--- src/rtl/cpu_pkg.sv ---
// Shared types and constants for the CPU memory-port arbiter.
package cpu_pkg;

    typedef enum logic [1:0] {
        IDLE,
        ISSUE,
        WAIT,
        ACK
    } arb_state_t;

    // One-hot owner encodings; also the output encoding of rr_pick2.
    localparam logic [1:0] GRANT_IF = 2'b01;
    localparam logic [1:0] GRANT_D  = 2'b10;

    // Default read latency of the unified memory, in cycles.
    localparam int unsigned DEF_MEM_LATENCY = 1;

endpackage

--- src/rtl/mem_port_arbiter_rr_pick2.sv ---
// Combinational 2-way round-robin picker: a lone requester always wins, a tie goes to
// whichever requester was not granted last.
module rr_pick2
    import cpu_pkg::*;
(
    input  logic [1:0] req,   // bit0 = fetch, bit1 = data
    input  logic       last,  // 1 = data was granted last, 0 = fetch was
    output logic [1:0] pick   // one-hot winner, 00 when nobody requests
);

    // Decode the request pair into a one-hot winner.
    always_comb begin
        pick = 2'b00;
        unique case (req)
            2'b01:   pick = GRANT_IF;
            2'b10:   pick = GRANT_D;
            2'b11:   pick = last ? GRANT_IF : GRANT_D;
            default: pick = 2'b00;
        endcase
    end

endmodule

--- src/rtl/mem_port_arbiter.sv ---
// Shares one single-ported word memory between the instruction-fetch port and the data
// port. Each req/ack handshake becomes a single registered read or write strobe; read
// data is captured MEM_LATENCY edges after the strobe edge and handed back with a
// one-cycle ack.
module mem_port_arbiter
    import cpu_pkg::*;
#(
    parameter int unsigned ADDR_W      = 32,
    parameter int unsigned DATA_W      = 32,
    parameter int unsigned MEM_LATENCY = DEF_MEM_LATENCY  // legal range 1..7
) (
    input  logic              clk,
    input  logic              reset,      // asynchronous, active low

    input  logic              if_req,
    input  logic [ADDR_W-1:0] if_addr,
    output logic              if_ack,
    output logic [DATA_W-1:0] if_rdata,

    input  logic              d_req,
    input  logic              d_we,
    input  logic [ADDR_W-1:0] d_addr,
    input  logic [DATA_W-1:0] d_wdata,
    output logic              d_ack,
    output logic [DATA_W-1:0] d_rdata,

    output logic [ADDR_W-1:0] mem_addr,
    output logic [DATA_W-1:0] mem_wdata,
    output logic              mem_re,
    output logic              mem_we,
    input  logic [DATA_W-1:0] mem_rdata,

    output logic [1:0]        grant
);

    // WAIT is entered after the ISSUE edge, so it still has MEM_LATENCY-1 edges to go.
    localparam logic [2:0] WAIT_INIT = 3'(MEM_LATENCY - 1);

    arb_state_t        state_q, state_d;
    logic [2:0]        cnt_q, cnt_d;
    logic              last_q, last_d;        // 1 = data port owned the last transaction
    logic [1:0]        grant_q, grant_d;
    logic              mem_re_q, mem_re_d;
    logic              mem_we_q, mem_we_d;
    logic [ADDR_W-1:0] mem_addr_q, mem_addr_d;
    logic [DATA_W-1:0] mem_wdata_q, mem_wdata_d;
    logic              if_ack_q, if_ack_d;
    logic              d_ack_q, d_ack_d;
    logic [DATA_W-1:0] if_rdata_q, if_rdata_d;
    logic [DATA_W-1:0] d_rdata_q, d_rdata_d;
    logic [1:0]        pick;
    logic              rd_done;

    rr_pick2 u_pick (
        .req  ({d_req, if_req}),
        .last (last_q),
        .pick (pick)
    );

    // State register; reset abandons any transaction and drops strobes immediately.
    always_ff @(posedge clk or negedge reset) begin
        if (!reset) begin
            state_q     <= IDLE;
            cnt_q       <= 3'd0;
            last_q      <= 1'b1;
            grant_q     <= 2'b00;
            mem_re_q    <= 1'b0;
            mem_we_q    <= 1'b0;
            mem_addr_q  <= '0;
            mem_wdata_q <= '0;
            if_ack_q    <= 1'b0;
            d_ack_q     <= 1'b0;
            if_rdata_q  <= '0;
            d_rdata_q   <= '0;
        end else begin
            state_q     <= state_d;
            cnt_q       <= cnt_d;
            last_q      <= last_d;
            grant_q     <= grant_d;
            mem_re_q    <= mem_re_d;
            mem_we_q    <= mem_we_d;
            mem_addr_q  <= mem_addr_d;
            mem_wdata_q <= mem_wdata_d;
            if_ack_q    <= if_ack_d;
            d_ack_q     <= d_ack_d;
            if_rdata_q  <= if_rdata_d;
            d_rdata_q   <= d_rdata_d;
        end
    end

    // Next-state logic: arbitrate in IDLE, strobe in ISSUE, count latency in WAIT.
    always_comb begin
        state_d     = state_q;
        cnt_d       = cnt_q;
        last_d      = last_q;
        grant_d     = grant_q;
        mem_re_d    = 1'b0;
        mem_we_d    = 1'b0;
        mem_addr_d  = mem_addr_q;
        mem_wdata_d = mem_wdata_q;
        if_ack_d    = 1'b0;
        d_ack_d     = 1'b0;
        if_rdata_d  = if_rdata_q;
        d_rdata_d   = d_rdata_q;
        rd_done     = 1'b0;

        unique case (state_q)
            IDLE: begin
                if (pick != 2'b00) begin
                    state_d = ISSUE;
                    grant_d = pick;
                    last_d  = pick[1];
                    if (pick == GRANT_D) begin
                        mem_addr_d  = d_addr;
                        mem_wdata_d = d_wdata;
                        mem_we_d    = d_we;
                        mem_re_d    = ~d_we;
                    end else begin
                        // Fetch port is read-only.
                        mem_addr_d = if_addr;
                        mem_re_d   = 1'b1;
                    end
                end
            end
            ISSUE: begin
                if (mem_we_q) begin
                    state_d = ACK;
                    d_ack_d = 1'b1;
                end else if (MEM_LATENCY == 1) begin
                    rd_done = 1'b1;
                end else begin
                    state_d = WAIT;
                    cnt_d   = WAIT_INIT;
                end
            end
            WAIT: begin
                if (cnt_q == 3'd1) begin
                    rd_done = 1'b1;
                    cnt_d   = 3'd0;
                end else begin
                    cnt_d = cnt_q - 3'd1;
                end
            end
            ACK: begin
                // req is deliberately ignored here so a held req is seen fresh in IDLE.
                state_d = IDLE;
                grant_d = 2'b00;
            end
            default: begin
                state_d = IDLE;
                grant_d = 2'b00;
            end
        endcase

        // Read completion: capture into the owner's data register and ack it.
        if (rd_done) begin
            state_d = ACK;
            if (grant_q == GRANT_D) begin
                d_rdata_d = mem_rdata;
                d_ack_d   = 1'b1;
            end else begin
                if_rdata_d = mem_rdata;
                if_ack_d   = 1'b1;
            end
        end
    end

    assign if_ack    = if_ack_q;
    assign d_ack     = d_ack_q;
    assign if_rdata  = if_rdata_q;
    assign d_rdata   = d_rdata_q;
    assign mem_addr  = mem_addr_q;
    assign mem_wdata = mem_wdata_q;
    assign mem_re    = mem_re_q;
    assign mem_we    = mem_we_q;
    assign grant     = grant_q;

endmodule

--- config.mk ---
export PLATFORM = sky130hd
export DESIGN_NAME = mem_port_arbiter
export DESIGN_NICKNAME = d
export VERILOG_FILES = /design/src/rtl/cpu_pkg.sv /design/src/rtl/mem_port_arbiter_rr_pick2.sv /design/src/rtl/mem_port_arbiter.sv
export SDC_FILE = /design/constraint.sdc
export NUM_CORES = 1
export LEC_CHECK = 0
export ABC_CLOCK_PERIOD_IN_PS = 5000
export CAP_MARGIN = 5
export CORE_ASPECT_RATIO = 1.4
export CORE_MARGIN = 10
export CORE_UTILIZATION = 37
export CTS_BUF_LIST = sky130_fd_sc_hd__clkbuf_4 sky130_fd_sc_hd__clkbuf_8
export CTS_CLUSTER_SIZE = 40
export DETAILED_ROUTE_END_ITERATION = 6
export PLACE_DENSITY_LB_ADDON = 0.05
export SLEW_MARGIN = 20
export SYNTH_ARGS = -nofsm -noshare
export SYNTH_HDL_FRONTEND = slang
export SYNTH_SLANG_ARGS = --single-unit
export TNS_END_PERCENT = 5
--- constraint.sdc ---
create_clock -name clk -period 5 [get_ports clk]
set_input_delay 0.75 -clock clk [delete_from_list [all_inputs] [get_ports clk]]
set_output_delay 0.75 -clock clk [all_outputs]
set_load 0.01 [all_outputs]
Yosys cells after proc, flatten, opt, wreduce, memory -nomap -nowiden
Cells that the tools add are included.
- memories kept: 0
- latch bits: 0
- ROM bits: 0
- register bits after elaboration: 140
- RAM bits: 0
- bits of input ports: 133
- word-level logic and storage cells: 62
- shift-type cells: 0
- $mul: 0
- div/mod/pow operators: 0
- bitwise logic cells: 2
- reductions and logical operators: 10
- eq/ne operators: 12
- order comparisons: 0
- mux-type cells: 25
- add/subtract/negate cells: 1
- operators with widths (kind ; number):
    two-way mux 32 bit ; 1
    two-way mux 1 bit ; 14
    equality test 2 bit (second input constant) ; 6
    one-hot mux 2 bit (3 select lines) ; 2
    two-way mux 2 bit ; 5
    AND reduction 2 bit ; 4
    inequality test 3 bit (second input constant) ; 2
    AND reduction 3 bit ; 2
    equality test 2 x 1 -> 1 bit (second input constant) ; 2
    one-hot mux 2 bit (2 select lines) ; 1
    nonzero test 2 bit ; 2
    nonzero test 4 bit ; 1
    equality test 3 x 1 -> 1 bit (second input constant) ; 1
    two-way mux 3 bit ; 1
    subtractor 3 x 1 -> 3 bit (second input constant) ; 1
    zero test 2 bit ; 1
    inequality test 2 bit (second input constant) ; 1
    inverter 1 bit ; 2
    one-hot mux 1 bit (2 select lines) ; 1

Logic depth before layout (Yosys ltp)
Gate-level depths: netlist of the first run.
- depth after elaboration: 6
- mapped depth: 8
- depth with buffers taken out: 6

By module
Synthesis of the first run repeated with hierarchy kept, for this count alone.
- cell total of the unflattened synthesis: 409
- area total of the unflattened synthesis: 5844.4 sq um
- by module, submodules not included (module ; sequential area each (sq um) ; area each (sq um) ; cells an instance ; instances):
    mem_port_arbiter ; 3504.6 ; 5825.6 ; 406 ; 1
    rr_pick2 ; 0.0 ; 18.8 ; 3 ; 1

Worst setup path after synthesis of the first run
OpenSTA, ideal clock, no wires.
- path kind: flip-flop to flip-flop
- start point: register state_q[1]
- end point: register d_rdata_q[10] (netlist: d_rdata[10])
- path slack: 3.203 ns
- buffers on the path: 1
- library setup time: 0.125 ns
- data arrival time: 1.672 ns
- cell stages (with the launch flop): 8
- path through: dfrtp_1 inv_1 ha_1 nand2_1 o2bb2ai_4 nand3b_4 buf_6 mux2_4
- cells in the longest elaborated chain, start to end: 3
- elaborated cells between the ends (all ways): 4
- classes of those cells: 2 x eq/ne; 1 x mux; 1 x reduce/logical
- RTL lines (element ; line ; text):
    start: declaration ; mem_port_arbiter.sv:39 ; arb_state_t state_q, state_d;
    start signal: assignment ; mem_port_arbiter.sv:76 ; state_q <= state_d;
    equality test 2 bit or equality test 2 x 1 -> 1 bit (tied branches) ; mem_port_arbiter.sv:107 ; unique case (state_q)
    one-hot mux 1 bit (2 select lines) * ; mem_port_arbiter.sv:107 ;
    AND reduction 2 bit (no source line) * ; n/a ;
    end signal: assignment ; mem_port_arbiter.sv:87 ; d_rdata_q <= d_rdata_d;
    end: declaration ; mem_port_arbiter.sv:50 ; logic [DATA_W-1:0] d_rdata_q, d_rdata_d;
Every way passes the cells marked *; elsewhere a longest branch is shown, timed or not.
A chain may end at the register's enable or synchronous reset.

Worst setup path after layout of the first run
Ends and elaborated chain as after synthesis.

==> metrics.txt, run 1 <==
NetSw 1.83 mW; CP Max Fanout 33; DR vias 4084; pwr/cell area 637 nW/um2; worst rel slew slack 0.371; share of cells above drive strength 1 0.204; Comb pwr share 0.477; Final Max Tran Viols 0; Leak 4.06 nW; DR WL/cell 19.1 um; RSZ-0062 raised after global routing false; Clock Path Buffers 2; XOR/XNOR Fraction of Synth Area 0; worst hold path type input pin to async pin; nets 815; Fmax 0.409 GHz; WP buf/inv 1; Final setup viols 0; ANT nets after route 0; max-cap violations 0; register area share after synthesis 0.598; mux cell area share after synthesis 0.263; met3 WL 2120 um; outcome complete, no violations; Cells after Synth 407; Reg clk slew, reported paths 80 ps; buffers added on ports 266; DRC Markers 0; routed length on met1 6050 um; sequential share of power 0.349; worst r2r dst d_rdata[10]; Yosys Warn Count 0; fill count 1296; Synth Area in Adders 0.0149; Slowest cell on crit path nand3b_4; setup bufs post-CTS 0; setup TNS 0 ps; worst path arrival time 2770 ps; crit end category flip-flop; post-synth cell types 33; worst stage delay on the critical path 560 ps; r2r startpoint state_q[1]; simple logic cell fraction of the synthesized area 0.0465; worst reg2reg path depth 6; CP Cell Sequence inv_1 > ha_1 > nand2_1 > o2bb2ai_4 > nand3b_4 > mux2_4; slew of the pin with the lowest slew margin 943 ps; initial DRC count 181; largest family of logic cells by synthesized area multiplexers; First-pass DRT Iterations 4; Cell Rows 54; placer congestion estimate 0.753; required time of the worst setup path 5320 ps; Total GRT Usage 0.157; CTS tree yes; Pwr Total 5.80 mW; fin crit share 0.489; FF+latch count, synth 140; global-route wire length before repair 26400 um; initial core utilization 0.376; cts bufs inserted 17; initial antenna violation count 1; Critical Path Start Type flip-flop; vias in the first global route 4694; Avg Cell Area, Syn 14.4 um2; Async SR Flop Fraction 1.00; P&R area growth vs syn 55.4%; WS Path Type flip-flop to flip-flop; Synth Net Count 547; worst clock skew 14.0 ps; Die Height 169 um; chip width 126 um; top sig layer met4; core area 15600 um2; Total Routed Length 16900 um; worst ir drop on vdd 0.330 mV; # H-tree levels 4; complex-gate fraction of the synthesized area 0.0461; number of enable flip-flop cells after synthesis 0; Hold Buf Count CTS 0; post-cts gate resize count 0; hpwl dp 12800 um; Clock Power Share 0.174; Clock Sinks 140; Critical path origin state_q[1]; Worst R2R Setup Slack 2550 ps; CP delay by family, top simple AND/OR/NAND/NOR gates; sw frac 0.316; CTS root buffer clkbuf_8; Post-Syn Area 5860 um2; remaining global-route overflow 0; Synth Flop Type dfrtp_1; Via density 4.62; met2 WL 8460 um; Final Hold Fails 0; clock period minus worst slack 2450 ps; # IOs 267; clock insertion delay at the later pin of the skew report 440 ps; internal power 3.97 mW; die area 21300 um2; largest net degree at the start of global routing 105
==> through the flow <==
step	worst slack [ps]	cell area (um2)	std cells	util	hold slack, ps
6_report	2550	9110	884	0.584	412
5_1_grt	2410	9100	883	0.583	470
3_5_place_dp	2250	8660	852	0.555	470
4_1_cts	2550	9100	883	0.583	437
3_3_place_gp	2320	8660	852	0.555	463
2_1_floorplan	3200	5860	407	-	444
==> registers in the layout (all words and copies together) (netlist names) <==
name	cells
mem_wdata	32
grant	2
cnt_q	3
d_rdata	32
d_ack	1
if_ack	1
state_q	2
mem_addr	32
mem_we	1
mem_re	1
if_rdata	32
last_q	1
==> worst max path at each step <==
stage	slack, ps	cells after the start	end
global placement	2320	4	mem_addr[22]
detailed placement	2250	4	mem_addr[14]
global route	2410	6	d_rdata[10]
CTS	2550	6	d_rdata[21]
finish	2550	6	d_rdata[10]
floorplan	3200	7	d_rdata[10]
==> final cells by class <==
type                    instances  area (um2)  area share
diodes                          1        2.50    0.000275
inverters                       6        22.5     0.00247
multi-input cells             240        2190       0.241
clock buffers                  21         283      0.0310
flip-flops and latches        140        3500       0.385
clock inverters                10         164      0.0180
repair buffers                270        2690       0.296
well taps                     196         245      0.0269
==> worst register-to-register path: cells and delay by family, from the launching register on <==
kind,cells,cell delay [ps]
fa+ha+maj,1,350
compound gates,1,230
flops,1,450
mux,1,540
buf+inv,1,90
simple gates,2,670
==> per-layer routing <==
metal	GRT usage	up-vias
met2	0.258	178
met4	0.0600	0
met1	0.158	1946
li1	-	1945
met5	0	-
met3	0.0963	15
==> power groups by stage <==
stage | sequential (mW) | combinational [mW] | clock (mW)
2_1_floorplan | 2.26 | 1.10 | 0
3_3_place_gp | 2.01 | 2.78 | 0
3_5_place_dp | 2.04 | 2.82 | 0
4_1_cts | 2.03 | 2.83 | 1.05
5_1_grt | 2.10 | 3.01 | 1.09
6_report | 2.02 | 2.77 | 1.01
==> synth_stat cells (all sizes together) (2+ instances only) <==
cell / count / share of area
nor3: 3 / 0.0026
a21oi: 2 / 0.0017
o21ai: 37 / 0.034
buf: 16 / 0.025
inv: 6 / 0.0038
nand2: 41 / 0.028
nand2b: 2 / 0.0034
clkbuf: 5 / 0.0032
nand3: 2 / 0.0017
ha: 7 / 0.015
nor2: 5 / 0.0032
mux2i: 33 / 0.056
mux2: 97 / 0.21
dfrtp: 139 / 0.59
==> cell families (layout without fill, tap and decap cells) <==
| family | after synthesis | count (layout) |
|---|---|---|
| DFF | 140 | 140 |
| muxes | 130 | 130 |
| and+or+nand+nor | 58 | 58 |
| AOI/OAI and AO/OA | 45 | 45 |
| buffers and inverters | 27 | 307 |
| adders and majority gates | 7 | 7 |
| other | 0 | 1 |
==> layout by cell type (no fill, tap or decap), types with 2 or more instances in the layout <==
| cell | synthesis | layout |
|---|---|---|
| mux2_4 | 31 | 31 |
| ha_1 | 7 | 7 |
| bufinv_16 | 0 | 4 |
| nand2_1 | 40 | 40 |
| mux2i_1 | 33 | 33 |
| a21oi_1 | 2 | 2 |
| o21ai_0 | 36 | 35 |
| clkinv_2 | 0 | 2 |
| nand3_1 | 2 | 2 |
| clkdlybuf4s50_1 | 0 | 265 |
| o21ai_4 | 1 | 2 |
| inv_1 | 6 | 6 |
| dfrtp_1 | 139 | 139 |
| mux2_2 | 65 | 65 |
| buf_4 | 4 | 4 |
| nor2_1 | 5 | 5 |
| nor3_1 | 3 | 3 |
| clkbuf_8 | 0 | 20 |
| clkinv_4 | 0 | 3 |
Note: power is estimated with default switching activity, not from simulation.
==> run 2: changes to the inputs <==
--- a/config.mk
+++ b/config.mk
@@ -5,7 +5,7 @@
 export SDC_FILE = /design/constraint.sdc
 export NUM_CORES = 1
 export LEC_CHECK = 0
-export ABC_CLOCK_PERIOD_IN_PS = 5000
+export ABC_CLOCK_PERIOD_IN_PS = 2200
 export CAP_MARGIN = 5
 export CORE_ASPECT_RATIO = 1.4
 export CORE_MARGIN = 10
==> constraint.sdc (replaced) <==
create_clock -name clk -period 2.2 [get_ports clk]
set_input_delay 0.33 -clock clk [delete_from_list [all_inputs] [get_ports clk]]
set_output_delay 0.33 -clock clk [all_outputs]
set_load 0.01 [all_outputs]
==> run 2 against run 1 <==
Critical path type unchanged. Clock-buffer cell count decreased by 4. Clock skew decreased by 3.1 ps. Non-clock buffer count increased by 8. Fmax increased by 19%. Utilization increased by 0.99 points. Clock power increased by 140%. Setup slack got worse by 2400 ps. Sequential share of layout area decreased by 0.64 points.
==> metrics.txt, run 2 (synthesis gave the netlist of run 1 again) <==
nets 823 (+0.98%); initial core utilization 0.376 (unchanged); Cell Rows 54 (unchanged); worst reg2reg path depth 7 (+1); most common cell after layout, fill and taps aside clkdlybuf4s50_1; crit end category flip-flop; global-route wire length before repair 25800 um (-2.2%); cts bufs inserted 17 (unchanged); Final Max Tran Viols 0 (unchanged); core area 15600 um2 (unchanged); pwr/cell area 1450 nW/um2 (+130%); CTS tree yes; max-cap violations 0 (unchanged); remaining global-route overflow 0 (unchanged); CP Max Fanout 23 (-30%); CTS root buffer clkbuf_8; ANT nets after route 0 (unchanged); setup TNS 0 ps (unchanged); fin crit share 0.935 (+0.445); hpwl dp 13000 um (+1.6%); DR vias 4159 (+1.8%); top sig layer met4; worst r2r dst if_rdata[10]; Final Hold Fails 0 (unchanged); DR WL/cell 18.7 um (-2.1%); placer congestion estimate 0.761 (+1.1%); Die Height 169 um (unchanged); Clock Path Buffers 2 (unchanged); final hold slack 332 ps (-80.2 ps); required time of the worst setup path 2530 ps (-2790 ps); Leak 4.13 nW (+1.6%); Critical Path Start Type flip-flop; P&R area growth vs syn 58.0%; chip width 126 um (unchanged); DRC Markers 0 (unchanged); Reg clk slew, reported paths 80 ps (about the same); Comb pwr share 0.477 (about the same); worst ir drop on vdd 1.12 mV (+240%); WS Path Type flip-flop to flip-flop; die area 21300 um2 (unchanged); buffers added on ports 266 (unchanged); worst hold path type input pin to async pin; RSZ-0062 raised after global routing false; Via density 4.66 (+0.81%); clock period minus worst slack 2060 ps (-390 ps); outcome complete, no violations; Total GRT Usage 0.154 (-0.00300); worst rel slew slack 0.675 (+0.304); worst clock skew 10.8 ps (-3.15 ps); Clock Power Share 0.182 (+0.008); sw frac 0.319 (+0.00309); initial DRC count 158 (-13%); routed length on met1 6300 um (+4.1%); r2r startpoint state_q[1]; # H-tree levels 4 (unchanged); met2 WL 8220 um (-2.9%); Clock Sinks 140 (unchanged); Worst R2R Setup Slack 140 ps (-2410 ps); fill count 1287 (-0.69%); slew of the pin with the lowest slew margin 486 ps (-457 ps); vias in the first global route 4669 (-0.53%); # IOs 267 (unchanged); most frequent cells in the layout 265 x clkdlybuf4s50_1, 139 x dfrtp_1, 65 x mux2_2, 40 x nand2_1, 35 x o21ai_0; Total Routed Length 16700 um (-1.1%); Fmax 0.486 GHz (+19%); Final setup viols 0 (unchanged); sequential share of power 0.341 (-0.008); worst path arrival time 2390 ps (-380 ps); post-cts gate resize count 0 (unchanged); First-pass DRT Iterations 4 (unchanged); clock insertion delay at the later pin of the skew report 450 ps (about the same); share of cells above drive strength 1 0.213 (+0.00886); NetSw 4.29 mW (+130%); internal power 9.16 mW (+130%); largest net degree at the start of global routing 67 (-36%); met3 WL 1890 um (-11%); initial antenna violation count 1 (unchanged)
==> run 2: cell types whose count changed in the layout (fill, tap and decap cells not counted), sizes merged <==
cell         before  now
buf               5   12
inv               6   12
clkinv            5    0
clkbuf           21   17
clkinvlp          1    4
bufinv            4    5
dlygate4sd3       0    1
==> run 2: repair_timing <==
action	CTS	global route
buffers inserted	0	0
hold endpoints to repair	31	0
hold buffers	1	0
==> run 2: critical path: stages (launching register included) <==
cell and delay (ps):
dfrtp_1 440, inv_1 100, ha_1 230, and2b_1 210, o2bb2ai_4 160, o21ai_4 200, buf_16 240, mux2_2 350
==> run 2: layer usage <==
layer | vias to the layer above | global-route usage
li1 | 1972 | -
met1 | 1990 | 0.163
met2 | 177 | 0.252
met3 | 20 | 0.0844
met4 | 0 | 0.0581
met5 | - | 0
==> run 2: final cells by class <==
type,instances,area (um2),share of cell area
diodes,1,2.50,0.000270
clock buffers,17,234,0.0253
clock inverters,15,235,0.0254
inverters,6,22.5,0.00243
multi-input cells,240,2190,0.237
flip-flops and latches,140,3500,0.378
well taps,196,245,0.0265
repair buffers,278,2830,0.305
==> run 2: worst max-delay path by stage <==
stage          startpoint      endpoint  slack, ps  cells past startpoint
2_1_floorplan  state_q[1]   d_rdata[10]        400                      7
3_3_place_gp   state_q[1]  if_rdata[14]        190                      6
3_5_place_dp   state_q[1]  if_rdata[10]        120                      6
4_1_cts        state_q[1]  if_rdata[20]        120                      6
5_1_grt        state_q[1]  if_rdata[10]         30                      7
6_report       state_q[1]  if_rdata[10]        140                      7
==> run 2: power groups by stage <==
stage / clock network [mW] / logic (mW) / registers [mW]
5_1_grt: 2.62 / 6.92 / 4.76
6_report: 2.44 / 6.41 / 4.59
3_5_place_dp: 0 / 6.47 / 4.63
2_1_floorplan: 0 / 2.50 / 5.14
4_1_cts: 2.54 / 6.49 / 4.60
3_3_place_gp: 0 / 6.36 / 4.59
==> run 2: through the flow <==
step / power [mW] / cells / area [um2] / setup WS [ps] / util
5_1_grt: 14.3 / 892 / 9260 / 33.9 / 0.593
6_report: 13.4 / 893 / 9260 / 144 / 0.593
2_1_floorplan: 7.64 / 407 / 5860 / 403 / -
4_1_cts: 13.6 / 891 / 9230 / 116 / 0.592
3_5_place_dp: 11.1 / 858 / 8750 / 120 / 0.561
3_3_place_gp: 11.0 / 858 / 8750 / 190 / 0.561
